<file path="src/rtl/phase_measure_if.sv">
// Bus between a PPS phase meter and its user:
// PPS inputs, enable, and the measurement results.
interface phase_measure_if;
   logic        GPS_PPS;
   logic        Local_PPS;
   logic        Meas_En;
   logic [23:0] Measure_Phase;
   logic        Measure_Done;
   logic        Measure_Timeout;

   modport master (
      output GPS_PPS,
      output Local_PPS,
      output Meas_En,
      input  Measure_Phase,
      input  Measure_Done,
      input  Measure_Timeout
   );

   modport slave (
      input  GPS_PPS,
      input  Local_PPS,
      input  Meas_En,
      output Measure_Phase,
      output Measure_Done,
      output Measure_Timeout
   );
endinterface

</file>
<file path="src/rtl/phase_measure.sv">
// Measures the signed offset between GPS and local PPS
// rising edges in CLK_SYS cycles (positive = GPS leads).
module phase_measure #(
   parameter logic [23:0] TIMEOUT = 24'd5000000
) (
   input  logic           CLK_SYS,
   input  logic           CLK_RST,
   phase_measure_if.slave pm
);

   typedef enum logic [1:0] {
      IDLE,
      GPS_FIRST,
      LOCAL_FIRST
   } state_t;

   state_t      r_state;
   state_t      w_state_nx;
   logic [1:0]  r_gps_sync;
   logic [1:0]  r_loc_sync;
   logic        r_gps_dly;
   logic        r_loc_dly;
   logic        r_gps_arm;
   logic        r_loc_arm;
   logic [1:0]  r_vld;
   logic [23:0] r_cnt;
   logic [23:0] w_cnt_nx;
   logic [23:0] w_cnt_inc;
   logic [23:0] r_phase;
   logic [23:0] w_phase_nx;
   logic        r_done;
   logic        w_done_nx;
   logic        r_tmo;
   logic        w_tmo_nx;
   logic        w_tmo_hit;
   logic        w_gps_rise;
   logic        w_loc_rise;

   // Arm only after a real low has been seen through the
   // synchronizer, so a PPS held high across reset is no edge.
   always_ff @(posedge CLK_SYS or negedge CLK_RST) begin
      if (!CLK_RST) begin
         r_gps_sync <= 2'b00;
         r_loc_sync <= 2'b00;
         r_gps_dly  <= 1'b0;
         r_loc_dly  <= 1'b0;
         r_gps_arm  <= 1'b0;
         r_loc_arm  <= 1'b0;
         r_vld      <= 2'b00;
      end else begin
         r_gps_sync <= {r_gps_sync[0], pm.GPS_PPS};
         r_loc_sync <= {r_loc_sync[0], pm.Local_PPS};
         r_gps_dly  <= r_gps_sync[1];
         r_loc_dly  <= r_loc_sync[1];
         r_vld      <= {r_vld[0], 1'b1};
         if (r_vld[1] && !r_gps_sync[1])
            r_gps_arm <= 1'b1;
         if (r_vld[1] && !r_loc_sync[1])
            r_loc_arm <= 1'b1;
      end
   end

   assign w_gps_rise = r_gps_arm & r_gps_sync[1] & ~r_gps_dly;
   assign w_loc_rise = r_loc_arm & r_loc_sync[1] & ~r_loc_dly;

   always_ff @(posedge CLK_SYS or negedge CLK_RST) begin
      if (!CLK_RST) begin
         r_state <= IDLE;
         r_cnt   <= 24'd0;
         r_phase <= 24'd0;
         r_done  <= 1'b0;
         r_tmo   <= 1'b0;
      end else begin
         r_state <= w_state_nx;
         r_cnt   <= w_cnt_nx;
         r_phase <= w_phase_nx;
         r_done  <= w_done_nx;
         r_tmo   <= w_tmo_nx;
      end
   end

   always_comb begin
      w_state_nx = r_state;
      w_cnt_inc  = r_cnt + 24'd1;
      w_cnt_nx   = w_cnt_inc;
      w_phase_nx = r_phase;
      w_done_nx  = 1'b0;
      w_tmo_nx   = 1'b0;
      w_tmo_hit  = (w_cnt_inc >= TIMEOUT);
      if (!pm.Meas_En) begin
         w_state_nx = IDLE;
         w_cnt_nx   = 24'd0;
      end else begin
         unique case (r_state)
            IDLE: begin
               w_cnt_nx = 24'd0;
               if (w_gps_rise && w_loc_rise) begin
                  w_phase_nx = 24'd0;
                  w_done_nx  = 1'b1;
               end else if (w_gps_rise) begin
                  w_state_nx = GPS_FIRST;
               end else if (w_loc_rise) begin
                  w_state_nx = LOCAL_FIRST;
               end
            end
            GPS_FIRST: begin
               if (w_loc_rise) begin
                  w_phase_nx = w_cnt_inc;
                  w_done_nx  = 1'b1;
                  w_state_nx = IDLE;
                  w_cnt_nx   = 24'd0;
               end else if (w_gps_rise) begin
                  w_cnt_nx   = 24'd0;
               end else if (w_tmo_hit) begin
                  w_tmo_nx   = 1'b1;
                  w_state_nx = IDLE;
                  w_cnt_nx   = 24'd0;
               end
            end
            LOCAL_FIRST: begin
               if (w_gps_rise) begin
                  w_phase_nx = 24'd0 - w_cnt_inc;
                  w_done_nx  = 1'b1;
                  w_state_nx = IDLE;
                  w_cnt_nx   = 24'd0;
               end else if (w_loc_rise) begin
                  w_cnt_nx   = 24'd0;
               end else if (w_tmo_hit) begin
                  w_tmo_nx   = 1'b1;
                  w_state_nx = IDLE;
                  w_cnt_nx   = 24'd0;
               end
            end
            default: begin
               w_state_nx = IDLE;
               w_cnt_nx   = 24'd0;
            end
         endcase
      end
   end

   assign pm.Measure_Phase   = r_phase;
   assign pm.Measure_Done    = r_done;
   assign pm.Measure_Timeout = r_tmo;

endmodule

</file>
<file path="src/flat_wrapper.sv">
// flat-port wrapper written by rule: the top's interface ports become plain ports
module phase_measure_flat 
#(
   parameter logic [23:0] TIMEOUT = 24'd5000000
)
  (CLK_SYS, CLK_RST, pm_GPS_PPS, pm_Local_PPS, pm_Meas_En, pm_Measure_Phase, pm_Measure_Done, pm_Measure_Timeout);
  phase_measure_if pm_i ();
  input  logic CLK_SYS;
  input  logic CLK_RST;
  input wire logic [$bits(pm_i.GPS_PPS)-1:0] pm_GPS_PPS;
  input wire logic [$bits(pm_i.Local_PPS)-1:0] pm_Local_PPS;
  input wire logic [$bits(pm_i.Meas_En)-1:0] pm_Meas_En;
  output wire logic [$bits(pm_i.Measure_Phase)-1:0] pm_Measure_Phase;
  output wire logic [$bits(pm_i.Measure_Done)-1:0] pm_Measure_Done;
  output wire logic [$bits(pm_i.Measure_Timeout)-1:0] pm_Measure_Timeout;
  assign pm_i.GPS_PPS = pm_GPS_PPS;
  assign pm_i.Local_PPS = pm_Local_PPS;
  assign pm_i.Meas_En = pm_Meas_En;
  assign pm_Measure_Phase = pm_i.Measure_Phase;
  assign pm_Measure_Done = pm_i.Measure_Done;
  assign pm_Measure_Timeout = pm_i.Measure_Timeout;
  phase_measure #(.TIMEOUT(TIMEOUT)) u_core (.CLK_SYS(CLK_SYS), .CLK_RST(CLK_RST), .pm(pm_i));
endmodule
</file>
<file path="config.mk">
export PLATFORM = sky130hd
export DESIGN_NAME = phase_measure_flat
export DESIGN_NICKNAME = d
export VERILOG_FILES = /design/src/rtl/phase_measure_if.sv /design/src/rtl/phase_measure.sv /design/src/flat_wrapper.sv
export SDC_FILE = /design/constraint.sdc
export NUM_CORES = 1
export LEC_CHECK = 0
export BUFFER_PORTS_ARGS = -buffer_cell sky130_fd_sc_hd__buf_2
export CAP_MARGIN = 10
export CORE_UTILIZATION = 40
export DETAILED_ROUTE_END_ITERATION = 8
export PLACE_DENSITY_LB_ADDON = 0.1
export SYNTH_ARGS = -nofsm -noshare
export SYNTH_HDL_FRONTEND = slang
export SYNTH_SLANG_ARGS = --single-unit
</file>
<file path="constraint.sdc">
create_clock -name CLK_SYS -period 4.3 [get_ports CLK_SYS]
set_clock_uncertainty 0.2 [all_clocks]
set_input_delay 0.645 -clock CLK_SYS [delete_from_list [all_inputs] [get_ports CLK_SYS]]
set_output_delay 0.645 -clock CLK_SYS [all_outputs]
set_load 0.05 [all_outputs]
</file>
==> results.yml, run 1 <==
global_routing:
  overflow: 0
  grt_pass1_vias: 3309
  grt_pass1_wl_um: 18100
  antenna_found_initial: 0
  grt_usage_pct: 22.7
  grt_max_degree: 41
placed_design:
  dpl_cell_area_sq_mm: 0.00427
  dpl.cell_count: 606
  gp_congestion: 0.885
  portBuffers: 30
  dpl.hpwl_um: 8200
worst_setup_path:
  cp_num_buf_inv: 1
  worst-path-max-fanout: 23
  crit_path_end_kind: "flip-flop"
  required_ns: 4.30
  path_common_cell: "nand4_2"
  worstSetupStartpoint: "u_core.r_cnt[0]"
  arrival_ns: 3.68
  r2r-start: "u_core.r_cnt[0]"
  path_class: "flip-flop to flip-flop"
  cp_slowest_cell: "dfrtp_1"
  critPathLaunchType: "flip-flop"
  regToRegEndpoint: "u_core.r_cnt[18]"
  reg2regPathDepth: 9
  path_delay_family: "simple AND/OR/NAND/NOR gates"
  max_stage_delay_ns: 0.63
  cp_cell_sequence: "ha_1 -> nand4_2 -> nor3_1 -> xor2_1 -> nand2_1 -> a311o_1 -> nand4_2 -> buf_4 -> nor2_1"
  critical_path_depth: 9
  reg2reg_slack_ns: 0.62
  crit_end: "u_core.r_cnt[18]"
cells_and_area:
  final_cell_mix: "dfrtp_1, nor2_1, nand2_1, buf_2, xnor2_1"
  final_common_cell: "dfrtp_1"
  design_area_sq_mm: 0.00445
  drive_gt1_share_pct: 13.9
  diodes: 0
  fin_util_pct: 45.4
  final_cells: 622
  nets: 495
  area_growth_pct: 8.97
logic_synthesis:
  yosysSeqAreaShare_pct: 38.0
  synthTopCellsByArea: "dfrtp_1, xnor2_1, nor2_1"
  yosys_warnings: 0
  synth_largest_area_cell: "dfrtp_1"
  synth_top_area_share_pct: 38.0
  ys_async_sr_fraction_pct: 100
  synth_edf_count: 0
  syn_area_per_cell_sq_um: 8.73
  synth_cell_types: 71
  syn_inst: 468
  ys_ff_latch: 62
  syn_nets: 479
  syn_area_sq_mm: 0.00409
  synthFlopType: "dfrtp_1"
sta:
  tightest_slew_ns: 0.982
  finalHoldViolations: 0
  tns_ns: 0
  period_share_pct: 85.5
  maxSlewHeadroom_pct: 34.1
  setup_viol: 0
  max_freq_ghz: 0.272
  grt_setup_unrepaired: "no"
  finalMaxSlewViolations: 0
  fin_crit_ns: 3.68
status:
  status: "finished clean"
floorplan:
  num_rows: 36
  core_sq_mm: 0.00982
  die_w_um: 103
  die_area_sq_mm: 0.0106
  initial_core_util_pct: 41.6
  io_pins: 31
  die_h_um: 103
clocking:
  clockRootBuffer: "clkbuf_8"
  cts_tree: "done"
  post-cts-setup-buffers: 0
  cts_resized: 0
  cts.htree.levels: 3
  clockBufferDepth: 2
  hold_buffers: 0
  cts.sinks: 62
  cts_made_buffers: 9
  path_clk_slew_ns: 0.08
  insertion_delay_ns: 0.35
power_and_ir_drop:
  p_sw_share_pct: 31.6
  powerDensity_mw_per_mm2: 281
  p_comb_share_pct: 12.4
  p_leak_nw: 1.79
  switching_power_uw: 394
  power_frac_clock_pct: 38.6
  seq_power_share_pct: 49.0
  irDropWorstVdd_mv: 0.152
  internal_power_uw: 856
routing:
  drcViolationCount: 0
  routed_wl_um: 11200
  vias_per_cell: 5.80
  final_antenna_net_count: 0
  wire_per_inst_um: 18.0
  drt-initial-drc-count: 251
  num_vias: 3610
  dr.pass1.iters: 4
worst_hold_path:
  hp-class: "flip-flop to flip-flop"
run:
  maxCapViolations: 0
[cells in the mapped netlist, types with 6 or more instances]
cell type	number
xor2_1	11
clkbuf_1	13
o21ai_0	20
nor2_1	47
and3_1	9
ha_1	6
dfrtp_1	62
nand3_1	21
a211oi_1	7
nand2_1	46
nand3b_1	7
a21oi_1	18
inv_1	10
nor2b_1	6
nor4_1	9
nand4_1	17
buf_2	9
xnor2_1	22
nor3_1	12
[worst min-delay path by stage]
stage,from,endpoint,slack [ns],cells past startpoint
floorplan,u_core.r_gps_sync[0],u_core.r_gps_sync[1],0.13,0
global placement,u_core.r_loc_sync[0],u_core.r_loc_sync[1],0.13,0
detailed placement,u_core.r_vld[0],u_core.r_vld[1],0.14,0
CTS,u_core.r_vld[0],u_core.r_vld[1],0.16,0
global route,u_core.r_vld[0],u_core.r_vld[1],0.16,0
finish,u_core.r_vld[0],u_core.r_vld[1],0.15,0
[final cells by class]
class	count	area [sq um]
fillers	1034	5370
multi-input cells	365	2320
flip-flops and latches	62	1550
repair buffers	36	195
well taps	133	166
clock buffers	9	124
clock inverters	7	56.3
inverters	10	37.5
[per-stage QoR]
stage	total power, mW	hold WS, ns	worst slack (ns)
after floorplan	0.731	0.131	1.42
after global placement	0.779	0.135	0.835
after detailed placement	0.781	0.139	0.699
after CTS	1.27	0.159	0.658
after global routing	1.31	0.162	0.270
final	1.25	0.154	0.624
[state kept, by name (all words and copies together) (netlist names)]
name,cells
u_core.r_gps_arm,1
u_core.r_cnt,24
u_core.r_gps_sync,2
u_core.pm.Measure_Timeout,1
u_core.pm.Measure_Done,1
u_core.r_state,2
u_core.r_gps_dly,1
u_core.r_loc_sync,2
u_core.r_loc_arm,1
u_core.r_loc_dly,1
u_core.r_vld,2
u_core.pm.Measure_Phase,24
[routing by layer]
metal	share of wire [%]	track usage, %	up-vias	wire length (um)
met4	2.8	9.10	0	310
met5	0	0	-	0
met2	45	34.9	99	5030
li1	-	-	1769	-
met3	4.1	4.14	20	456
met1	48	31.6	1722	5380
[cells by family after synthesis]
| family | synth area share [%] |
|---|---|
| xor gates and xnor gates | 7.07 |
| muxes | 0.245 |
| other | 0.184 |
| AOI/OAI and AO/OA | 18.4 |
| adders and majority gates | 1.84 |
| and+or+nand+nor | 29.1 |
| buffers and inverters | 5.20 |
| DFF | 38.0 |
[power by group through the flow]
stage	Clock, mW	Combinational (mW)	Sequential (mW)
after floorplan	0	0.0625	0.669
final	0.482	0.155	0.613
after global routing	0.522	0.172	0.616
after detailed placement	0	0.157	0.625
after global placement	0	0.155	0.624
after CTS	0.497	0.157	0.613
[worst register-to-register path: cells and delay by family (launching register included)]
kind | cells | cell delay [ns]
XOR/XNOR | 1 | 0.52
buffers and inverters | 1 | 0.28
flip-flops | 1 | 0.63
AO/OA/AOI/OAI | 1 | 0.42
AND/OR/NAND/NOR | 5 | 0.95
adder cells (fa/ha/maj) | 1 | 0.54
Power figures use the tool's default switching activity.
==> inputs of run 2 (changes only) <==
- CAP_MARGIN: 10 -> default
- CORE_UTILIZATION: 40 -> 30
==> run 2 against run 1 <==
Flip-flop and latch count stayed put. Register-to-register slack improved by 0.03 ns. Maximum frequency is 0.73% higher. Critical path depth stayed put. Non-clock buffer count increased by 1. Count of clock-buffer cells in the layout stayed put. Via count increased by 0.19%. Routed wire length up 7.7%. Die area up 33%.
==> results.yml, run 2 (synthesized netlist as in run 1, its figures left out) <==
sta:
  fin_crit_ns: 3.65
  setup_viol: 0
  tns_ns: 0
  finalMaxSlewViolations: 0
  maxSlewHeadroom_pct: 42.9
  max_freq_ghz: 0.274
  finalHoldViolations: 0
  period_share_pct: 84.9
  grt_setup_unrepaired: "no"
  tightest_slew_ns: 0.850
cells_and_area:
  drive_gt1_share_pct: 14.1
  final_cell_mix: "dfrtp_1, nor2_1, nand2_1, buf_2, xnor2_1"
  final_cells: 666
  area_growth_pct: 12.8
  nets: 496
  fillerInstances: 1431
  design_area_sq_mm: 0.00461
  diodes: 0
  final_common_cell: "dfrtp_1"
routing:
  drt-initial-drc-count: 264
  wire_per_inst_um: 18.1
  dr.pass1.iters: 4
  routed_wl_um: 12000
  drcViolationCount: 0
  final_antenna_net_count: 0
  vias_per_cell: 5.43
  num_vias: 3617
worst_setup_path:
  crit_path_end_kind: "flip-flop"
  worst-path-max-fanout: 23
  reg2reg_slack_ns: 0.65
  required_ns: 4.30
  arrival_ns: 3.65
  critPathLaunchType: "flip-flop"
  path_class: "flip-flop to flip-flop"
clocking:
  cts_tree: "done"
  post-cts-setup-buffers: 0
  cts.htree.levels: 3
  cts_made_buffers: 9
  insertion_delay_ns: 0.35
  clockBufferDepth: 2
  cts.sinks: 62
  cts_resized: 0
  path_clk_slew_ns: 0.06
  clockRootBuffer: "clkbuf_16"
  hold_buffers: 0
power_and_ir_drop:
  irDropWorstVdd_mv: 0.187
  powerDensity_mw_per_mm2: 316
  p_leak_nw: 1.83
floorplan:
  die_w_um: 119
  die_h_um: 119
  die_area_sq_mm: 0.0141
  io_pins: 31
  initial_core_util_pct: 30.9
  core_sq_mm: 0.0132
  num_rows: 42
worst_hold_path:
  hp-class: "primary input to asynchronous set/reset pin"
global_routing:
  busiest_layer: "met2"
  grtUsageMet3_pct: 4.83
  overflow: 0
  grt_pass1_vias: 3601
  met1_usage_pct: 25.2
  grt_pass1_wl_um: 20000
  grt_usage_pct: 18.4
  antenna_found_initial: 0
  grt_max_degree: 34
  use_met2_pct: 27.6
placed_design:
  dpl_cell_area_sq_mm: 0.00434
  portBuffers: 30
  dpl.cell_count: 650
  dpl.hpwl_um: 8830
  gp_congestion: 0.813
status:
  status: "finished clean"
run:
  maxCapViolations: 0
==> run 2: per-stage QoR <==
stage | hold slack (ns) | worst slack, ns | util (%) | power, mW
finish | 0.137 | 0.651 | 34.8 | 1.46
floorplan | 0.131 | 1.42 | - | 0.731
detailed placement | 0.139 | 0.656 | 32.7 | 0.782
global placement | 0.135 | 0.718 | 32.7 | 0.782
global route | 0.156 | 0.249 | 34.8 | 1.52
CTS | 0.152 | 0.638 | 34.8 | 1.48
==> run 2: critical path: stages (launching register included) <==
cell and delay [ns]:
dfrtp_1 0.64, ha_1 0.52, and4_2 0.38, nand3_1 0.16, nor4_1 0.54, o22ai_1 0.22
a311o_1 0.35, nand4_2 0.10, buf_4 0.28, nor2_1 0.08
==> run 2: layout make-up <==
class	instances	area [sq um]	area share, %
clock buffers	9	225	4.88
multi-input cells	365	2320	50.4
clock inverters	7	50.0	1.09
inverters	10	37.5	0.814
well taps	176	220	4.78
repair buffers	37	203	4.40
flip-flops and latches	62	1550	33.6
==> run 2: worst paths after layout <==
check / startpoint / end / depth (start not counted)
max: u_core.r_cnt[0] / u_core.r_cnt[11] / 9
min: CLK_RST / u_core.r_cnt[15] / 1
max reg2reg: u_core.r_cnt[0] / u_core.r_cnt[11] / 9
min reg2reg: u_core.r_gps_sync[0] / u_core.r_gps_sync[1] / 0
max in group asynchronous: CLK_RST / u_core.r_cnt[9] / 2
min in group CLK_SYS: u_core.r_gps_sync[0] / u_core.r_gps_sync[1] / 0
==> run 2: where the power goes <==
| group | internal (mW) | total (mW) | switching (mW) |
|---|---|---|---|
| logic | 0.0387 | 0.156 | 0.117 |
| clock network | 0.390 | 0.686 | 0.296 |
| registers | 0.602 | 0.614 | 0.0113 |
==> run 2: routing by layer <==
layer / wire length, um / up-vias
met3: 418 / 18
met2: 5430 / 75
met4: 261 / 0
li1: - / 1771
met5: 0 / -
met1: 5920 / 1753
==> inputs of run 3 (changes only) <==
- ABC_AREA: default -> 1
- clock period: 4.3 -> 3.1 ns (I/O delays scaled with it)
==> run 3 against run 2 <==
Routed wire length decreased by 7.1%. Non-clock buffer count is the same. Sequential share of layout area fell by 0.78 points. Flip-flop and latch count did not move. Critical endpoint is now u_core.r_state[0]. Largest power group unchanged.
==> results.yml, run 3 <==
status:
  status: "finished clean"
worst_setup_path:
  critPathLaunchType: "flip-flop"
  cp_cell_sequence: "ha_1 -> nand2_1 -> nor2_4 -> nand2_1 -> nor2_2 -> nand2_1 -> nand2_1 -> nand2_1 -> nor2_1 -> nand3_1 -> nor2_1 -> nand2_2 -> nand3_1 -> nand2_1 -> nand2_1 -> nand2_1"
  arrival_ns: 2.89
  worstSetupStartpoint: "u_core.r_cnt[0]"
  required_ns: 3.12
  worst-path-max-fanout: 9
  cp_num_buf_inv: 0
  cp_slowest_cell: "dfrtp_1"
  max_stage_delay_ns: 0.51
  path_delay_family: "simple AND/OR/NAND/NOR gates"
  r2r-start: "u_core.r_cnt[0]"
  crit_path_end_kind: "flip-flop"
  path_common_cell: "nand2_1"
  path_class: "flip-flop to flip-flop"
logic_synthesis:
  syn_inst: 617
  synthTopCellsByArea: "dfrtp_1, nand2_1, nor2_1"
  synth_common_cells: "nand2_1, nor2_1, inv_1"
  synth_top_area_share_pct: 38.6
  synthFlopType: "dfrtp_1"
  syn_area_sq_mm: 0.00402
  synth_cell_types: 34
  synth_largest_area_cell: "dfrtp_1"
  syn_area_per_cell_sq_um: 6.51
  ys_async_sr_fraction_pct: 100
  yosys_warnings: 0
  synth_most_common_cell: "nand2_1"
  synth_edf_count: 0
  syn_nets: 628
  yosysSeqAreaShare_pct: 38.6
  ys_ff_latch: 62
placed_design:
  gp_congestion: 0.834
  portBuffers: 30
  dpl.hpwl_um: 8580
clocking:
  cts_tree: "done"
  path_clk_slew_ns: 0.05
  clockRootBuffer: "clkbuf_16"
  insertion_delay_ns: 0.34
  clockBufferDepth: 2
  post-cts-setup-buffers: 0
  cts.sinks: 62
  hold_buffers: 0
  cts_made_buffers: 9
  cts.htree.levels: 3
run:
  maxCapViolations: 0
worst_hold_path:
  hp-class: "primary input to asynchronous set/reset pin"
routing:
  wire_per_inst_um: 13.4
  vias_per_cell: 4.53
  final_antenna_net_count: 0
  routed_wl_um: 11200
  num_vias: 3776
  drcViolationCount: 0
  dr.pass1.iters: 4
  drt-initial-drc-count: 227
cells_and_area:
  nets: 667
  diodes: 0
  drive_gt1_share_pct: 11.5
  final_common_cell: "nand2_1"
  fin_util_pct: 36.8
  final_cell_mix: "nand2_1, nor2_1, inv_1, dfrtp_1, nand3_1"
  area_growth_pct: 17.5
global_routing:
  overflow: 0
  grt_pass1_wl_um: 18700
  grt_pass1_vias: 3763
  grt_usage_pct: 17.1
  grt_max_degree: 38
  antenna_found_initial: 0
floorplan:
  die_h_um: 118
  io_pins: 31
  die_w_um: 118
  die_area_sq_mm: 0.0139
  initial_core_util_pct: 31.3
  core_sq_mm: 0.0128
  num_rows: 41
sta:
  finalHoldViolations: 0
  maxSlewHeadroom_pct: 44.8
  max_freq_ghz: 0.349
  setup_viol: 0
  tightest_slew_ns: 0.827
  timing.hold.ws_ns: 0.0329
  finalMaxSlewViolations: 0
  period_share_pct: 92.5
  fin_crit_ns: 2.87
  tns_ns: 0
  grt_setup_unrepaired: "no"
power_and_ir_drop:
  p_leak_nw: 2.37
  irDropWorstVdd_mv: 0.279
  powerDensity_mw_per_mm2: 584
[run 3: cell types whose count changed in the layout (fill, tap and decap cells not counted), moves of 9 or more]
cell and delta:
nor2_1 +50, a21oi_1 -13, and3_1 -9, xor2_1 -11, nand3_1 +23, xnor2_1 -21, inv_1 +64, nand4_1 -9
nand2_1 +190
[run 3: kinds of logic after synthesis]
| logic type | Yosys count | share of synthesized area [%] |
|---|---|---|
| AOI/OAI and AO/OA | 47 | 7.19 |
| xor gates and xnor gates | 1 | 0.218 |
| adders and majority gates | 6 | 1.87 |
| buffers and inverters | 86 | 8.78 |
| DFF | 62 | 38.6 |
| other | 2 | 0.187 |
| and+or+nand+nor | 413 | 43.2 |
[run 3: cell type report]
class | instances | area [sq um]
clock buffer | 11 | 253
clock inverter | 5 | 81.3
fill | 1424 | 8100
inverter | 76 | 285
multi-input combinational | 470 | 2130
sequential | 62 | 1550
tap | 172 | 215
timing repair buffer | 37 | 203
[run 3: worst register-to-register path, cell delays in order (launching register included)]
cell	delay, ns
dfrtp_1	0.51
ha_1	0.26
nand2_1	0.10
nor2_4	0.20
nand2_1	0.12
nor2_2	0.23
nand2_1	0.07
nand2_1	0.06
nand2_1	0.15
nor2_1	0.17
nand3_1	0.08
nor2_1	0.12
nand2_2	0.15
nand3_1	0.15
nand2_1	0.08
nand2_1	0.07
nand2_1	0.04
[run 3: power breakdown]
part	internal [mW]	switching (mW)	leakage (nW)
combinational	0.181	0.523	1.38
sequential	0.894	0.0458	0.830
clock	0.747	0.365	0.162
total	1.82	0.934	2.37
[run 3: routing by layer]
metal	global-route usage [%]	part of all wire, %
met1	23.8	51
met2	26.9	44
met3	1.74	3.1
met4	7.45	1.3
met5	0	0
[run 3: worst paths after layout]
path                                               endpoint  slack, ns  cells past startpoint
worst max-delay path                      u_core.r_state[0]       0.23                     16
max in group asynchronous       u_core.pm.Measure_Phase[23]       1.92                      2
min in group CLK_SYS                   u_core.r_loc_sync[0]       0.05                      1
worst min register to register              u_core.r_vld[1]       0.15                      0
worst max register to register            u_core.r_state[0]       0.23                     16
worst min-delay path                        u_core.r_vld[0]       0.03                      1
[run 3: timing repair]
item / 4_1_cts / 5_1_grt
hold endpoints to repair: 0 / 0
setup endpoints to repair: 0 / 3
resized for setup: 0 / 1
[run 3: stage by stage]
| stage | worst slack, ns | instances | cell area (sq um) | power (mW) |
|---|---|---|---|---|
| after CTS | 0.229 | 832 | 4700 | 2.79 |
| after global placement | 0.275 | 816 | 4370 | 1.66 |
| after floorplan | 0.763 | 617 | 4020 | 1.47 |
| after detailed placement | 0.242 | 816 | 4370 | 1.66 |
| after global routing | 0.00434 | 833 | 4720 | 2.90 |
| final | 0.232 | 833 | 4720 | 2.76 |
